[config.mk]
export PLATFORM = sky130hd
export DESIGN_NAME = mem_port_arbiter
export DESIGN_NICKNAME = d
export VERILOG_FILES = /design/src/rtl/mem_port_arbiter.sv
export SDC_FILE = /design/constraint.sdc
export NUM_CORES = 1
export LEC_CHECK = 0
export CORE_UTILIZATION = 37
export DETAILED_ROUTE_END_ITERATION = 10
export HOLD_SLACK_MARGIN = 0.06
export MAX_ROUTING_LAYER = met4
export PLACE_DENSITY = 0.85
export SYNTH_ARGS = -nofsm -noshare
export SYNTH_HDL_FRONTEND = slang
export SYNTH_SLANG_ARGS = --single-unit
[constraint.sdc]
create_clock -name clk -period 5.47 [get_ports clk]
set_input_delay 1.3675 -clock clk [delete_from_list [all_inputs] [get_ports clk]]
set_output_delay 1.3675 -clock clk [all_outputs]
set_load 0.02 [all_outputs]
[src/rtl/mem_port_arbiter.sv]
// +----------------------------------------------------------------------------+
// | mem_port_arbiter: shares one memory port between instruction fetch and the |
// | data stage. One outstanding transaction, data priority, fetch anti-starve. |
// | Revision: 1.0                                                              |
// +----------------------------------------------------------------------------+
`default_nettype none

module mem_port_arbiter #(
  parameter int ADDR_W       = 32,
  parameter int DATA_W       = 32,
  parameter int STARVE_LIMIT = 4
) (
  input  logic                clk,
  input  logic                rst,
  input  logic                i_if_req,
  input  logic [ADDR_W-1:0]   i_if_addr,
  input  logic                i_if_flush,
  output logic                o_if_ack,
  output logic [DATA_W-1:0]   o_if_rdata,
  input  logic                i_dm_req,
  input  logic                i_dm_we,
  input  logic [DATA_W/8-1:0] i_dm_be,
  input  logic [ADDR_W-1:0]   i_dm_addr,
  input  logic [DATA_W-1:0]   i_dm_wdata,
  output logic                o_dm_ack,
  output logic [DATA_W-1:0]   o_dm_rdata,
  output logic                o_if_stall,
  output logic                o_dm_stall,
  output logic                o_mem_valid,
  input  logic                i_mem_ready,
  output logic                o_mem_we,
  output logic [DATA_W/8-1:0] o_mem_be,
  output logic [ADDR_W-1:0]   o_mem_addr,
  output logic [DATA_W-1:0]   o_mem_wdata,
  input  logic                i_mem_rvalid,
  input  logic [DATA_W-1:0]   i_mem_rdata,
  output logic                o_busy
);

  typedef enum logic [1:0] {
    S_IDLE  = 2'd0,
    S_ISSUE = 2'd1,
    S_WAIT  = 2'd2
  } state_t;

  localparam logic [3:0] c_starve_limit = 4'(STARVE_LIMIT);
  localparam logic       c_own_if       = 1'b0;
  localparam logic       c_own_dm       = 1'b1;

  state_t                r_state;
  logic                  r_owner;
  logic                  r_drop;
  logic [3:0]            r_streak;
  logic                  r_if_ack;
  logic                  r_dm_ack;
  logic [DATA_W-1:0]     r_if_rdata;
  logic [DATA_W-1:0]     r_dm_rdata;
  logic                  r_mem_valid;
  logic                  r_mem_we;
  logic [DATA_W/8-1:0]   r_mem_be;
  logic [ADDR_W-1:0]     r_mem_addr;
  logic [DATA_W-1:0]     r_mem_wdata;

  logic w_if_elig;
  logic w_dm_elig;
  logic w_grant_if;
  logic w_grant_dm;
  logic w_flush_own;
  logic w_drop_now;

  // A requester whose ack is still high has already been served this cycle.
  assign w_if_elig   = i_if_req & ~r_if_ack & ~i_if_flush;
  assign w_dm_elig   = i_dm_req & ~r_dm_ack;
  assign w_grant_if  = w_if_elig & (~w_dm_elig | (r_streak == c_starve_limit));
  assign w_grant_dm  = w_dm_elig & ~w_grant_if;
  assign w_flush_own = i_if_flush & (r_owner == c_own_if);
  // A flush arriving together with the response still discards it.
  assign w_drop_now  = r_drop | i_if_flush;

  always_ff @(posedge clk or posedge rst) begin
    if (rst) begin
      r_state     <= S_IDLE;
      r_owner     <= c_own_if;
      r_drop      <= 1'b0;
      r_streak    <= 4'd0;
      r_if_ack    <= 1'b0;
      r_dm_ack    <= 1'b0;
      r_if_rdata  <= '0;
      r_dm_rdata  <= '0;
      r_mem_valid <= 1'b0;
      r_mem_we    <= 1'b0;
      r_mem_be    <= '0;
      r_mem_addr  <= '0;
      r_mem_wdata <= '0;
    end else begin
      r_if_ack <= 1'b0;
      r_dm_ack <= 1'b0;
      case (r_state)
        S_IDLE: begin
          if (w_grant_if) begin
            r_owner     <= c_own_if;
            r_mem_we    <= 1'b0;
            r_mem_be    <= '1;
            r_mem_addr  <= i_if_addr;
            r_mem_wdata <= '0;
            r_mem_valid <= 1'b1;
            r_streak    <= 4'd0;
            r_state     <= S_ISSUE;
          end else if (w_grant_dm) begin
            r_owner     <= c_own_dm;
            r_mem_we    <= i_dm_we;
            r_mem_be    <= i_dm_be;
            r_mem_addr  <= i_dm_addr;
            r_mem_wdata <= i_dm_wdata;
            r_mem_valid <= 1'b1;
            r_state     <= S_ISSUE;
            if (!i_if_req)
              r_streak <= 4'd0;
            else if (r_streak != c_starve_limit)
              r_streak <= r_streak + 4'd1;
          end
        end
        S_ISSUE: begin
          if (w_flush_own)
            r_drop <= 1'b1;
          if (i_mem_ready) begin
            r_mem_valid <= 1'b0;
            r_state     <= S_WAIT;
          end
        end
        S_WAIT: begin
          if (i_mem_rvalid) begin
            r_state <= S_IDLE;
            if (r_owner == c_own_if) begin
              if (w_drop_now) begin
                r_drop <= 1'b0;
              end else begin
                r_if_rdata <= i_mem_rdata;
                r_if_ack   <= 1'b1;
              end
            end else begin
              r_dm_ack <= 1'b1;
              if (!r_mem_we)
                r_dm_rdata <= i_mem_rdata;
            end
          end else if (w_flush_own) begin
            r_drop <= 1'b1;
          end
        end
        default: r_state <= S_IDLE;
      endcase
    end
  end

  assign o_if_ack    = r_if_ack;
  assign o_dm_ack    = r_dm_ack;
  assign o_if_rdata  = r_if_rdata;
  assign o_dm_rdata  = r_dm_rdata;
  assign o_if_stall  = i_if_req & ~r_if_ack;
  assign o_dm_stall  = i_dm_req & ~r_dm_ack;
  assign o_mem_valid = r_mem_valid;
  assign o_mem_we    = r_mem_we;
  assign o_mem_be    = r_mem_be;
  assign o_mem_addr  = r_mem_addr;
  assign o_mem_wdata = r_mem_wdata;
  assign o_busy      = (r_state != S_IDLE);

endmodule

`default_nettype wire

==> results by group, run 1 <==
Worst setup path
  • Maximum fanout along the worst path: 6
  • Data required, critical path: 4.10 ns
  • Worst Setup End Kind: primary output
  • Worst reg-to-reg setup slack: 3.07 ns
  • R2R depth: 7
  • Critical path data arrival time: 2.79 ns
  • CP startpoint kind: input port
  • Crit Path Category: input port to primary output

Synth
  • Syn avg cell area: 12.46 µm²
  • #FFs+latches synth: 144
  • Mux contribution to synthesized area: 12.80%
  • Cell with the most instances after synthesis: dfrtp_1
  • Post-synth ARST share: 100.0%
  • Dominant synthesized flop cell: dfrtp_1
  • Post-Synthesis Cells: 459
  • Synth area leaders: dfrtp_1, mux2_2, a21oi_1, mux2_1, a22o_1
  • Synth top cells by count: dfrtp_1, a21oi_1, nor2_1
  • Synth Cell Area: 0.005719 mm²
  • Post-synth top area cell: dfrtp_1
  • Post-synthesis simple-gate area fraction: 6.935%
  • Seq/Total Area, Yosys: 63.01%
  • Synth top area share: 63.01%
  • Number of synthesized flops with an enable pin: 0
  • Complex-gate fraction of the synthesized area: 13.39%
  • YS warnings: 0
  • Area share of fa/ha/maj cells after synthesis: 0.4375%
  • Post-Synth XOR/XNOR Area: 0%
  • Largest family of logic cells by synthesized area: compound AO/OA/AOI/OAI gates
  • Distinct cells, synth: 31
  • Syn Nets: 601

Power
  • Peak VDD IR: 0.3668 mV
  • Total power: 5.376 mW
  • Pwr dens: 582.0 mW/mm²
  • Pleak: 4.073 nW

Placed design
  • DP Wirelength: 10.96 mm
  • Number of port buffers: 278
  • Placer Congestion: 0.7608

STA
  • Rel. slew slack: 34.21%
  • Total negative setup slack: 0 ns
  • RSZ-0062 raised after global routing: no
  • Setup violations, final: 0
  • Setup Skew: 0.009020 ns
  • Worst-margin pin slew: 0.9848 ns
  • Fin. Hold Viols: 0
  • Post-layout minimum cycle time: 4.160 ns
  • Fin crit share: 76.04%
  • F_max: 240.4 MHz
  • Slew Limit Fails: 0

Clock network
  • CTS clk-pin slew, worst paths: 0.06 ns
  • Clk buf depth: 2
  • Post-CTS sizing: 0
  • Root buf cell: clkbuf_16
  • CTS H-tree lvls: 4
  • Clk Latency, worst-skew pair: 0.41 ns
  • CTS tree: built
  • Num Clock Sinks: 144
  • Hold buffer count at cts: 0
  • Setup Buffers After CTS: 0
  • CTS Buf Count: 17

Detailed routing
  • DRT Pass-1 Iters: 4
  • Vias per cell: 4.988
  • Post-DRT Antenna Nets: 0
  • Via count: 4664
  • DRT iter0 DRCs: 259
  • Final WL: 15.61 mm
  • Drt drc: 0
  • Wire length per cell: 16.70 µm

Global routing
  • GRT Residual Overflow: 0
  • First-pass GRT wire length: 24.95 mm
  • Initial antenna violation count: 1
  • Largest net degree at the start of global routing: 102
  • Vias in the first global route: 4822
  • All-Layer GR Usage: 20.86%

Final layout
  • Synth-to-Final Area Change: 61.52%
  • Fraction of layout cells with a size suffix above 1: 11.26%
  • Reg area: 0.003603 mm²
  • NumNets Final: 875
  • Core Util, Final: 60.99%
  • Fill count: 1210
  • Area of the multi-input gates: 0.001953 mm²

Die
  • Die Y: 126.3 µm
  • Initial Utilization: 37.76%
  • Row Count: 45
  • Die area: 0.01596 mm²
  • Core area: 0.01515 mm²
  • Top Ports: 279
  • Horiz. Die Dim: 126.3 µm

Hold path
  • Hold Crit Class: register to register
  • Hold depth: 1

Flow run
  • Max Cap Viol: 0

Run status
  • Outcome: finished, final reports clean
[kinds of logic (layout without fill, tap and decap cells)]
kind of cell	Yosys count	after routing
AOI/OAI and AO/OA	119	119
other	0	1
buffers and inverters	38	325
and+or+nand+nor	91	91
muxes	65	65
DFF	144	144
adders and majority gates	2	2
[final cells by class]
type | instances | area share [%]
Inverter | 8 | 0.3792
Sequential cell | 144 | 39.01
Timing Repair Buffer | 285 | 30.69
Clock inverter | 14 | 1.449
Antenna cell | 1 | 0.02709
Multi-Input combinational cell | 277 | 21.14
Tap cell | 188 | 2.546
Clock buffer | 18 | 4.754
[metrics by stage]
| step | hold slack [ns] | instances | setup slack (ns) | instance area [µm²] |
|---|---|---|---|---|
| after global routing | 0.5068 | 935 | 1.268 | 9238 |
| after global placement | 0.4655 | 902 | 1.335 | 8662 |
| final | 0.4855 | 935 | 1.310 | 9238 |
| after CTS | 0.4884 | 934 | 1.316 | 9235 |
| after detailed placement | 0.4757 | 902 | 1.320 | 8662 |
| after floorplan | 0.4794 | 459 | 0.2362 | 5719 |
[routing by layer]
metal  up-vias  routed length [µm]  GRT usage, %
met5         -                   0             -
met4         0                 276         6.591
met3        20                 840         6.031
met2       178                7899         34.94
met1      2299                6598         24.21
li1       2167                   -             -
[critical path, cell delays in order]
cell and delay (ns):
clkdlybuf4s50_1 0.45, nand2b_1 0.13, inv_2 0.17, clkdlybuf4s50_1 0.67
[where the power goes]
group          total [mW]  leakage (nW)  switching (mW)  internal (mW)
combinational        2.46          2.02            1.23           1.23
sequential           1.80          1.78           0.268           1.53
clock                1.12         0.277           0.469          0.646
[registers in the layout, indices dropped and copies added, names as in the netlist, 2 cells and up]
| name | flops |
|---|---|
| o_mem_be | 4 |
| o_mem_wdata | 32 |
| o_dm_rdata | 32 |
| o_if_rdata | 32 |
| o_mem_addr | 32 |
| r_state | 2 |
| r_streak | 4 |
[path summary, 6_finish.rpt]
path	from	to
worst min-delay path	o_dm_rdata[7]	o_dm_rdata[7]
worst min register to register	o_dm_rdata[7]	o_dm_rdata[7]
min in group asynchronous	rst	o_if_rdata[6]
max in group asynchronous	rst	o_mem_be[0]
worst max-delay path	i_dm_req	o_dm_stall
worst max register to register	o_dm_ack	o_mem_wdata[14]
[layout by cell type, fill, tap and decap left out, drive strengths merged]
cell / instances
a21o: 2
clkinv: 6
nand3b: 2
o22a: 5
o21ai: 4
a22o: 35
mux2: 65
nand2b: 2
clkinvlp: 3
clkbuf: 18
a21boi: 1
nand2: 36
diode: 1
inv: 12
bufinv: 1
and3: 1
or3b: 1
nor2b: 4
dfrtp: 144
ha: 2
clkdlybuf4s50: 278
nor2: 38
a211oi: 2
buf: 7
and4: 1
nand3: 4
nor3b: 1
nor3: 1
a21oi: 70
(Power assumes the default switching activity.)
==> run 2: changes to the inputs <==
--- a/config.mk
+++ b/config.mk
@@ -5,11 +5,11 @@
 export SDC_FILE = /design/constraint.sdc
 export NUM_CORES = 1
 export LEC_CHECK = 0
-export CORE_UTILIZATION = 37
+export CORE_UTILIZATION = 41
 export DETAILED_ROUTE_END_ITERATION = 10
 export HOLD_SLACK_MARGIN = 0.06
 export MAX_ROUTING_LAYER = met4
-export PLACE_DENSITY = 0.85
+export PLACE_DENSITY = 0.89
 export SYNTH_ARGS = -nofsm -noshare
 export SYNTH_HDL_FRONTEND = slang
 export SYNTH_SLANG_ARGS = --single-unit
==> constraint.sdc (replaced) <==
create_clock -name clk -period 3.9 [get_ports clk]
set_input_delay 0.975 -clock clk [delete_from_list [all_inputs] [get_ports clk]]
set_output_delay 0.975 -clock clk [all_outputs]
set_load 0.02 [all_outputs]
==> run 2 against run 1 <==
Effect of this change:
- die area down 9.6%
- combinational power grew 42%
- critical path type unchanged
- first-iteration DRC count fell by 40%
- global-route usage grew 3.8 points
- sequential share of layout area shrank 0.13 points
- critical endpoint unchanged
- register-to-register slack worse by 1.6 ns
- highest routed layer unchanged
- cell count decreased by 1.4%
- non-clock buffer count unchanged
==> results by group, run 2 (same netlist as run 1, synthesis figures left out) <==
Run status
  • Outcome: finished, final reports clean (unchanged)

Placed design
  • Placer Congestion: 0.8795 (was 0.7608)
  • Post-Place Setup Slack: 0.5102 ns (was 1.320 ns)
  • DP Wirelength: 12.07 mm (was 10.96 mm)
  • Number of port buffers: 278 (unchanged)
  • Placed instance area: 0.008671 mm² (was 0.008662 mm²)

Worst setup path
  • Worst reg-to-reg setup slack: 1.46 ns (was 3.07 ns)
  • Crit path buffers/inverters: 3 (unchanged)
  • Crit Path Category: input port to primary output (unchanged)
  • Top cell by count, worst path: clkdlybuf4s50_1 (unchanged)
  • CP peak stage delay: 0.68 ns (was 0.67 ns)
  • CP startpoint kind: input port (unchanged)
  • Worst Setup End Kind: primary output (unchanged)
  • Maximum fanout along the worst path: 6 (unchanged)
  • Critical path data arrival time: 2.40 ns (was 2.79 ns)
  • R2R depth: 6 (was 7)
  • Worst r2r src: r_streak[0] (was o_dm_ack)
  • Worst R2R End: o_mem_be[1] (was o_mem_wdata[14])
  • Data required, critical path: 2.92 ns (was 4.10 ns)
  • Worst-path cell chain: clkdlybuf4s50_1 > nand2b_1 > inv_2 > clkdlybuf4s50_1 (unchanged)
  • CP delay by family, top: buffers and inverters (unchanged)
  • Slowest CP cell: clkdlybuf4s50_1 (unchanged)

Global routing
  • Vias in the first global route: 5183 (was 4822)
  • First-pass GRT wire length: 26.29 mm (was 24.95 mm)
  • GRT Residual Overflow: 0 (unchanged)
  • All-Layer GR Usage: 24.62% (was 20.86%)
  • Initial antenna violation count: 0 (was 1)
  • Largest net degree at the start of global routing: 57 (was 102)

Power
  • Peak VDD IR: 0.4299 mV (was 0.3668 mV)
  • Pleak: 4.090 nW (was 4.073 nW)
  • Total power: 7.693 mW (was 5.376 mW)
  • Pwr dens: 830.1 mW/mm² (was 582.0 mW/mm²)

Detailed routing
  • Drt drc: 0 (unchanged)
  • Post-DRT Antenna Nets: 0 (unchanged)
  • Wire length per cell: 18.40 µm (was 16.70 µm)
  • DRT iter0 DRCs: 155 (was 259)
  • Vias per cell: 5.282 (was 4.988)
  • Via count: 4870 (was 4664)
  • Final WL: 16.96 mm (was 15.61 mm)
  • DRT Pass-1 Iters: 4 (unchanged)

STA
  • RSZ-0062 raised after global routing: no (unchanged)
  • F_max: 296.2 MHz
  • Worst-margin pin slew: 1.102 ns (was 0.9848 ns)
  • Rel. slew slack: 26.53% (was 34.21%)
  • Total negative setup slack: 0 ns (unchanged)
  • Fin. Hold Viols: 0 (unchanged)
  • Setup violations, final: 0 (unchanged)
  • Setup Skew: 0.009143 ns (was 0.009020 ns)
  • Worst setup margin: 0.5243 ns (was 1.310 ns)
  • Post-layout minimum cycle time: 3.376 ns
  • Slew Limit Fails: 0 (unchanged)
  • Fin crit share: 86.56%

Clock network
  • Clk buf depth: 2 (unchanged)
  • CTS Buf Count: 17 (unchanged)
  • Setup Buffers After CTS: 0 (unchanged)
  • CTS H-tree lvls: 4 (unchanged)
  • Clk Latency, worst-skew pair: 0.42 ns (was 0.41 ns)
  • CTS clk-pin slew, worst paths: 0.06 ns (about the same)
  • Root buf cell: clkbuf_16 (unchanged)
  • Num Clock Sinks: 144 (unchanged)
  • CTS tree: built (unchanged)
  • Post-CTS sizing: 0 (unchanged)
  • Hold buffer count at cts: 0 (unchanged)

Hold path
  • Hold Crit Class: register to register (unchanged)
  • Hold depth: 1 (unchanged)
  • Worst hold start: o_dm_rdata[3] (was o_dm_rdata[7])
  • Hold EP: o_dm_rdata[3] (was o_dm_rdata[7])

Die
  • Die area: 0.01443 mm² (was 0.01596 mm²)
  • Top Ports: 279 (unchanged)
  • Horiz. Die Dim: 120.1 µm (was 126.3 µm)
  • Die Y: 120.1 µm (was 126.3 µm)
  • Row Count: 42 (was 45)
  • Core area: 0.01340 mm² (was 0.01515 mm²)
  • Initial Utilization: 42.68% (was 37.76%)

Flow run
  • Max Cap Viol: 0 (unchanged)

Final layout
  • Fraction of layout cells with a size suffix above 1: 10.99% (was 11.26%)
  • # diodes: 0 (was 1)
  • Most frequent cells in the layout: clkdlybuf4s50_1, dfrtp_1, a21oi_1 (unchanged)
  • NumNets Final: 875 (unchanged)
  • Synth-to-Final Area Change: 62.04% (was 61.52%)
  • Commonest non-fill, non-tap cell in the layout: clkdlybuf4s50_1 (unchanged)
  • Design Area, Final: 0.009268 mm² (was 0.009238 mm²)
-- run 2: per-stage QoR --
| step | hold slack (ns) | util, % | instances |
|---|---|---|---|
| final | 0.4843 | 69.16 | 922 |
| after global routing | 0.4921 | 69.16 | 922 |
| after CTS | 0.4873 | 69.16 | 922 |
| after detailed placement | 0.4740 | 64.71 | 890 |
| after global placement | 0.4667 | 64.71 | 890 |
| after floorplan | 0.4794 | - | 459 |
-- run 2: per-layer routing --
metal  part of all wire, %  GRT usage [%]  vias to the layer above  wire (µm)
li1                      -              -                     2164          -
met1                    38          26.52                     2382       6437
met2                    51          41.85                      269       8660
met3                   6.9          5.894                       55       1175
met4                   4.1          13.28                        0        689
met5                     0              -                        -          0
-- run 2: how the worst max path moves through the flow --
stage / startpoint / end / slack, ns / cells after the start
2_1_floorplan: rst / o_dm_ack / 1.12 / 1
3_3_place_gp: i_dm_req / o_dm_stall / 0.51 / 4
3_5_place_dp: i_dm_req / o_dm_stall / 0.51 / 4
4_1_cts: i_dm_req / o_dm_stall / 0.51 / 4
5_1_grt: i_dm_req / o_dm_stall / 0.49 / 4
6_report: i_dm_req / o_dm_stall / 0.52 / 4
-- run 2: cell type report --
| type | count | area, µm² |
|---|---|---|
| fill | 916 | 4133 |
| multi-input combinational | 277 | 1953 |
| timing repair buffer | 285 | 2860 |
| inverter | 8 | 33.78 |
| sequential | 144 | 3603 |
| tap | 176 | 220.2 |
| clock buffer | 19 | 432.9 |
| clock inverter | 13 | 163.9 |
-- run 2: power breakdown --
group          internal [mW]  switching, mW  leakage [nW]
registers               2.15          0.405          1.78
logic                   1.73           1.77          2.02
clock network           1.01          0.629         0.287
total                   4.89           2.80          4.09
==> run 3: changes to the inputs <==
--- a/config.mk
+++ b/config.mk
@@ -5,7 +5,9 @@
 export SDC_FILE = /design/constraint.sdc
 export NUM_CORES = 1
 export LEC_CHECK = 0
+export CORE_ASPECT_RATIO = 1.25
 export CORE_UTILIZATION = 41
+export CTS_BUF_LIST = sky130_fd_sc_hd__clkbuf_4 sky130_fd_sc_hd__clkbuf_8 sky130_fd_sc_hd__clkbuf_16
 export DETAILED_ROUTE_END_ITERATION = 10
 export HOLD_SLACK_MARGIN = 0.06
 export MAX_ROUTING_LAYER = met4
==> run 3 against run 2 <==
Effect of this change:
- sequential power about the same
- die area about the same
- routed wire length down 0.58%
- cell count down 0.43%
- hold slack worse by 0.0015 ns
- critical path depth unchanged
- clock-buffer cell count up 2
- power down 1.2%
- worst setup slack better by 0.0092 ns
- via count down 0.94%
- sequential share of layout area up 0.17 points
- critical path type unchanged
- largest power group unchanged
- highest routed layer unchanged
==> results by group, run 3 (same netlist as run 1, synthesis figures left out) <==
Run status
  • Outcome: finished, final reports clean (unchanged)

Final layout
  • Fraction of layout cells with a size suffix above 1: 11.24% (was 10.99%)
  • Most frequent cells in the layout: clkdlybuf4s50_1, dfrtp_1, a21oi_1 (unchanged)
  • # diodes: 0 (unchanged)
  • Design Area, Final: 0.009226 mm² (was 0.009268 mm²)
  • NumNets Final: 876 (was 875)
  • Fin cells: 918 (was 922)
  • Fill count: 958 (was 916)
  • Synth-to-Final Area Change: 61.32% (was 62.04%)
  • Commonest non-fill, non-tap cell in the layout: clkdlybuf4s50_1 (unchanged)

STA
  • Setup Skew: 0.01349 ns (was 0.009143 ns)
  • Fin. Hold Viols: 0 (unchanged)
  • Hold slack: 0.4828 ns (was 0.4843 ns)
  • F_max: 297.0 MHz (was 296.2 MHz)
  • RSZ-0062 raised after global routing: no (unchanged)
  • Fin crit share: 86.32% (was 86.56%)
  • Setup violations, final: 0 (unchanged)
  • Rel. slew slack: 8.366% (was 26.53%)
  • Total negative setup slack: 0 ns (unchanged)
  • Worst-margin pin slew: 1.373 ns (was 1.102 ns)
  • Slew Limit Fails: 0 (unchanged)
  • Post-layout minimum cycle time: 3.367 ns (was 3.376 ns)

Worst setup path
  • CP peak stage delay: 0.65 ns (was 0.68 ns)
  • Slowest CP cell: clkdlybuf4s50_1 (unchanged)
  • CP delay by family, top: buffers and inverters (unchanged)
  • Data required, critical path: 2.92 ns (about the same)
  • Maximum fanout along the worst path: 6 (unchanged)
  • Crit Path Category: input port to primary output (unchanged)
  • Top cell by count, worst path: clkdlybuf4s50_1 (unchanged)
  • CP startpoint kind: input port (unchanged)
  • Worst Setup End Kind: primary output (unchanged)
  • Critical path data arrival time: 2.39 ns (was 2.40 ns)
  • Crit path buffers/inverters: 3 (unchanged)
  • Worst-path cell chain: clkdlybuf4s50_1 > nand2b_1 > inv_2 > clkdlybuf4s50_1 (unchanged)

Clock network
  • Clk Latency, worst-skew pair: 0.41 ns (was 0.42 ns)
  • CTS tree: built (unchanged)
  • Setup Buffers After CTS: 0 (unchanged)
  • CTS clk-pin slew, worst paths: 0.05 ns (was 0.06 ns)
  • Post-CTS sizing: 0 (unchanged)
  • CTS H-tree lvls: 4 (unchanged)
  • Clk buf depth: 2 (unchanged)
  • CTS Buf Count: 17 (unchanged)
  • Num Clock Sinks: 144 (unchanged)
  • Hold buffer count at cts: 0 (unchanged)
  • Root buf cell: clkbuf_16 (unchanged)

Global routing
  • First-pass GRT wire length: 26.11 mm (was 26.29 mm)
  • All-Layer GR Usage: 24.36% (was 24.62%)
  • Vias in the first global route: 5168 (was 5183)
  • GRT Residual Overflow: 0 (unchanged)
  • Initial antenna violation count: 0 (unchanged)
  • Largest net degree at the start of global routing: 145 (was 57)

Placed design
  • Placed instance area: 0.008655 mm² (was 0.008671 mm²)
  • Number of port buffers: 278 (unchanged)
  • Placer Congestion: 0.8359 (was 0.8795)
  • Placed Cells: 886 (was 890)
  • DP Wirelength: 12.12 mm (was 12.07 mm)

Die
  • Die area: 0.01443 mm² (about the same)
  • Core area: 0.01341 mm² (was 0.01340 mm²)
  • Row Count: 47 (was 42)
  • Initial Utilization: 42.66% (was 42.68%)
  • Die Y: 134.1 µm (was 120.1 µm)
  • Horiz. Die Dim: 107.6 µm (was 120.1 µm)
  • Top Ports: 279 (unchanged)

Detailed routing
  • Drt drc: 0 (unchanged)
  • Post-DRT Antenna Nets: 0 (unchanged)
  • Final WL: 16.86 mm (was 16.96 mm)
  • DRT Pass-1 Iters: 7 (was 4)
  • DRT iter0 DRCs: 216 (was 155)
  • Via count: 4824 (was 4870)
  • Vias per cell: 5.255 (was 5.282)
  • Wire length per cell: 18.37 µm (was 18.40 µm)

Power
  • Total power: 7.601 mW (was 7.693 mW)
  • Reg power frac: 33.6% (was 33.3%)
  • Peak VDD IR: 0.4460 mV (was 0.4299 mV)
  • Pwr dens: 823.9 mW/mm² (was 830.1 mW/mm²)
  • Total internal power: 4.807 mW (was 4.890 mW)
  • Switching Fraction: 36.77% (was 36.43%)
  • P_sw: 2.795 mW (was 2.803 mW)
  • Clock Power Share: 20.5% (was 21.3%)
  • Comb pwr share: 45.9% (was 45.5%)
  • Pleak: 4.071 nW (was 4.090 nW)

Flow run
  • Max Cap Viol: 0 (unchanged)

Hold path
  • Hold Crit Class: register to register (unchanged)
[run 3: final cells by class]
class                           instances  area [µm²]  area share, %
Clock inverter                         11       103.9          1.126
Sequential cell                       144        3603          39.06
Multi-Input combinational cell        277        1948          21.11
Clock buffer                           21       467.9          5.072
Tap cell                              171       214.0          2.319
Timing Repair Buffer                  286        2855          30.95
Inverter                                8       33.78         0.3662
[run 3: worst register-to-register path: stages (launching register included)]
cell	delay, ns
dfrtp_1	0.44
nor3b_1	0.44
o21ai_4	0.09
nor2_2	1.05
a22o_1	0.30
[run 3: metrics by stage]
stage                     utilization [%]  setup slack (ns)
after global routing                68.81            0.5214
after floorplan                         -             1.120
after CTS                           68.81            0.5374
after global placement              64.55            0.5474
after detailed placement            64.55            0.4057
final                               68.81            0.5335
[run 3: power by group through the flow]
stage | clock [mW] | combinational, mW | sequential [mW]
floorplan | 0 | 1.04 | 3.25
global placement | 0 | 3.38 | 2.52
detailed placement | 0 | 3.50 | 2.56
CTS | 1.59 | 3.52 | 2.56
global route | 1.65 | 3.69 | 2.63
finish | 1.56 | 3.49 | 2.56
[run 3: worst paths after layout]
| kind | startpoint | endpoint | slack [ns] | cells past startpoint |
|---|---|---|---|---|
| worst max-delay path | i_dm_req | o_dm_stall | 0.53 | 4 |
| worst min register to register | o_dm_rdata[20] | o_dm_rdata[20] | 0.48 | 1 |
| max in group asynchronous | rst | o_mem_addr[21] | 2.16 | 3 |
| worst max register to register | o_if_ack | o_mem_wdata[8] | 1.51 | 4 |
| min in group asynchronous | rst | o_if_rdata[3] | 1.20 | 3 |
| worst min-delay path | o_dm_rdata[20] | o_dm_rdata[20] | 0.48 | 1 |
[run 3: routing by layer]
layer | vias to the layer above | share of wire, % | GRT usage (%)
met4 | 0 | 3.9 | 11.26
met1 | 2397 | 37 | 25.93
li1 | 2157 | - | -
met5 | - | 0 | -
met2 | 220 | 51 | 41.17
met3 | 50 | 7.5 | 7.434
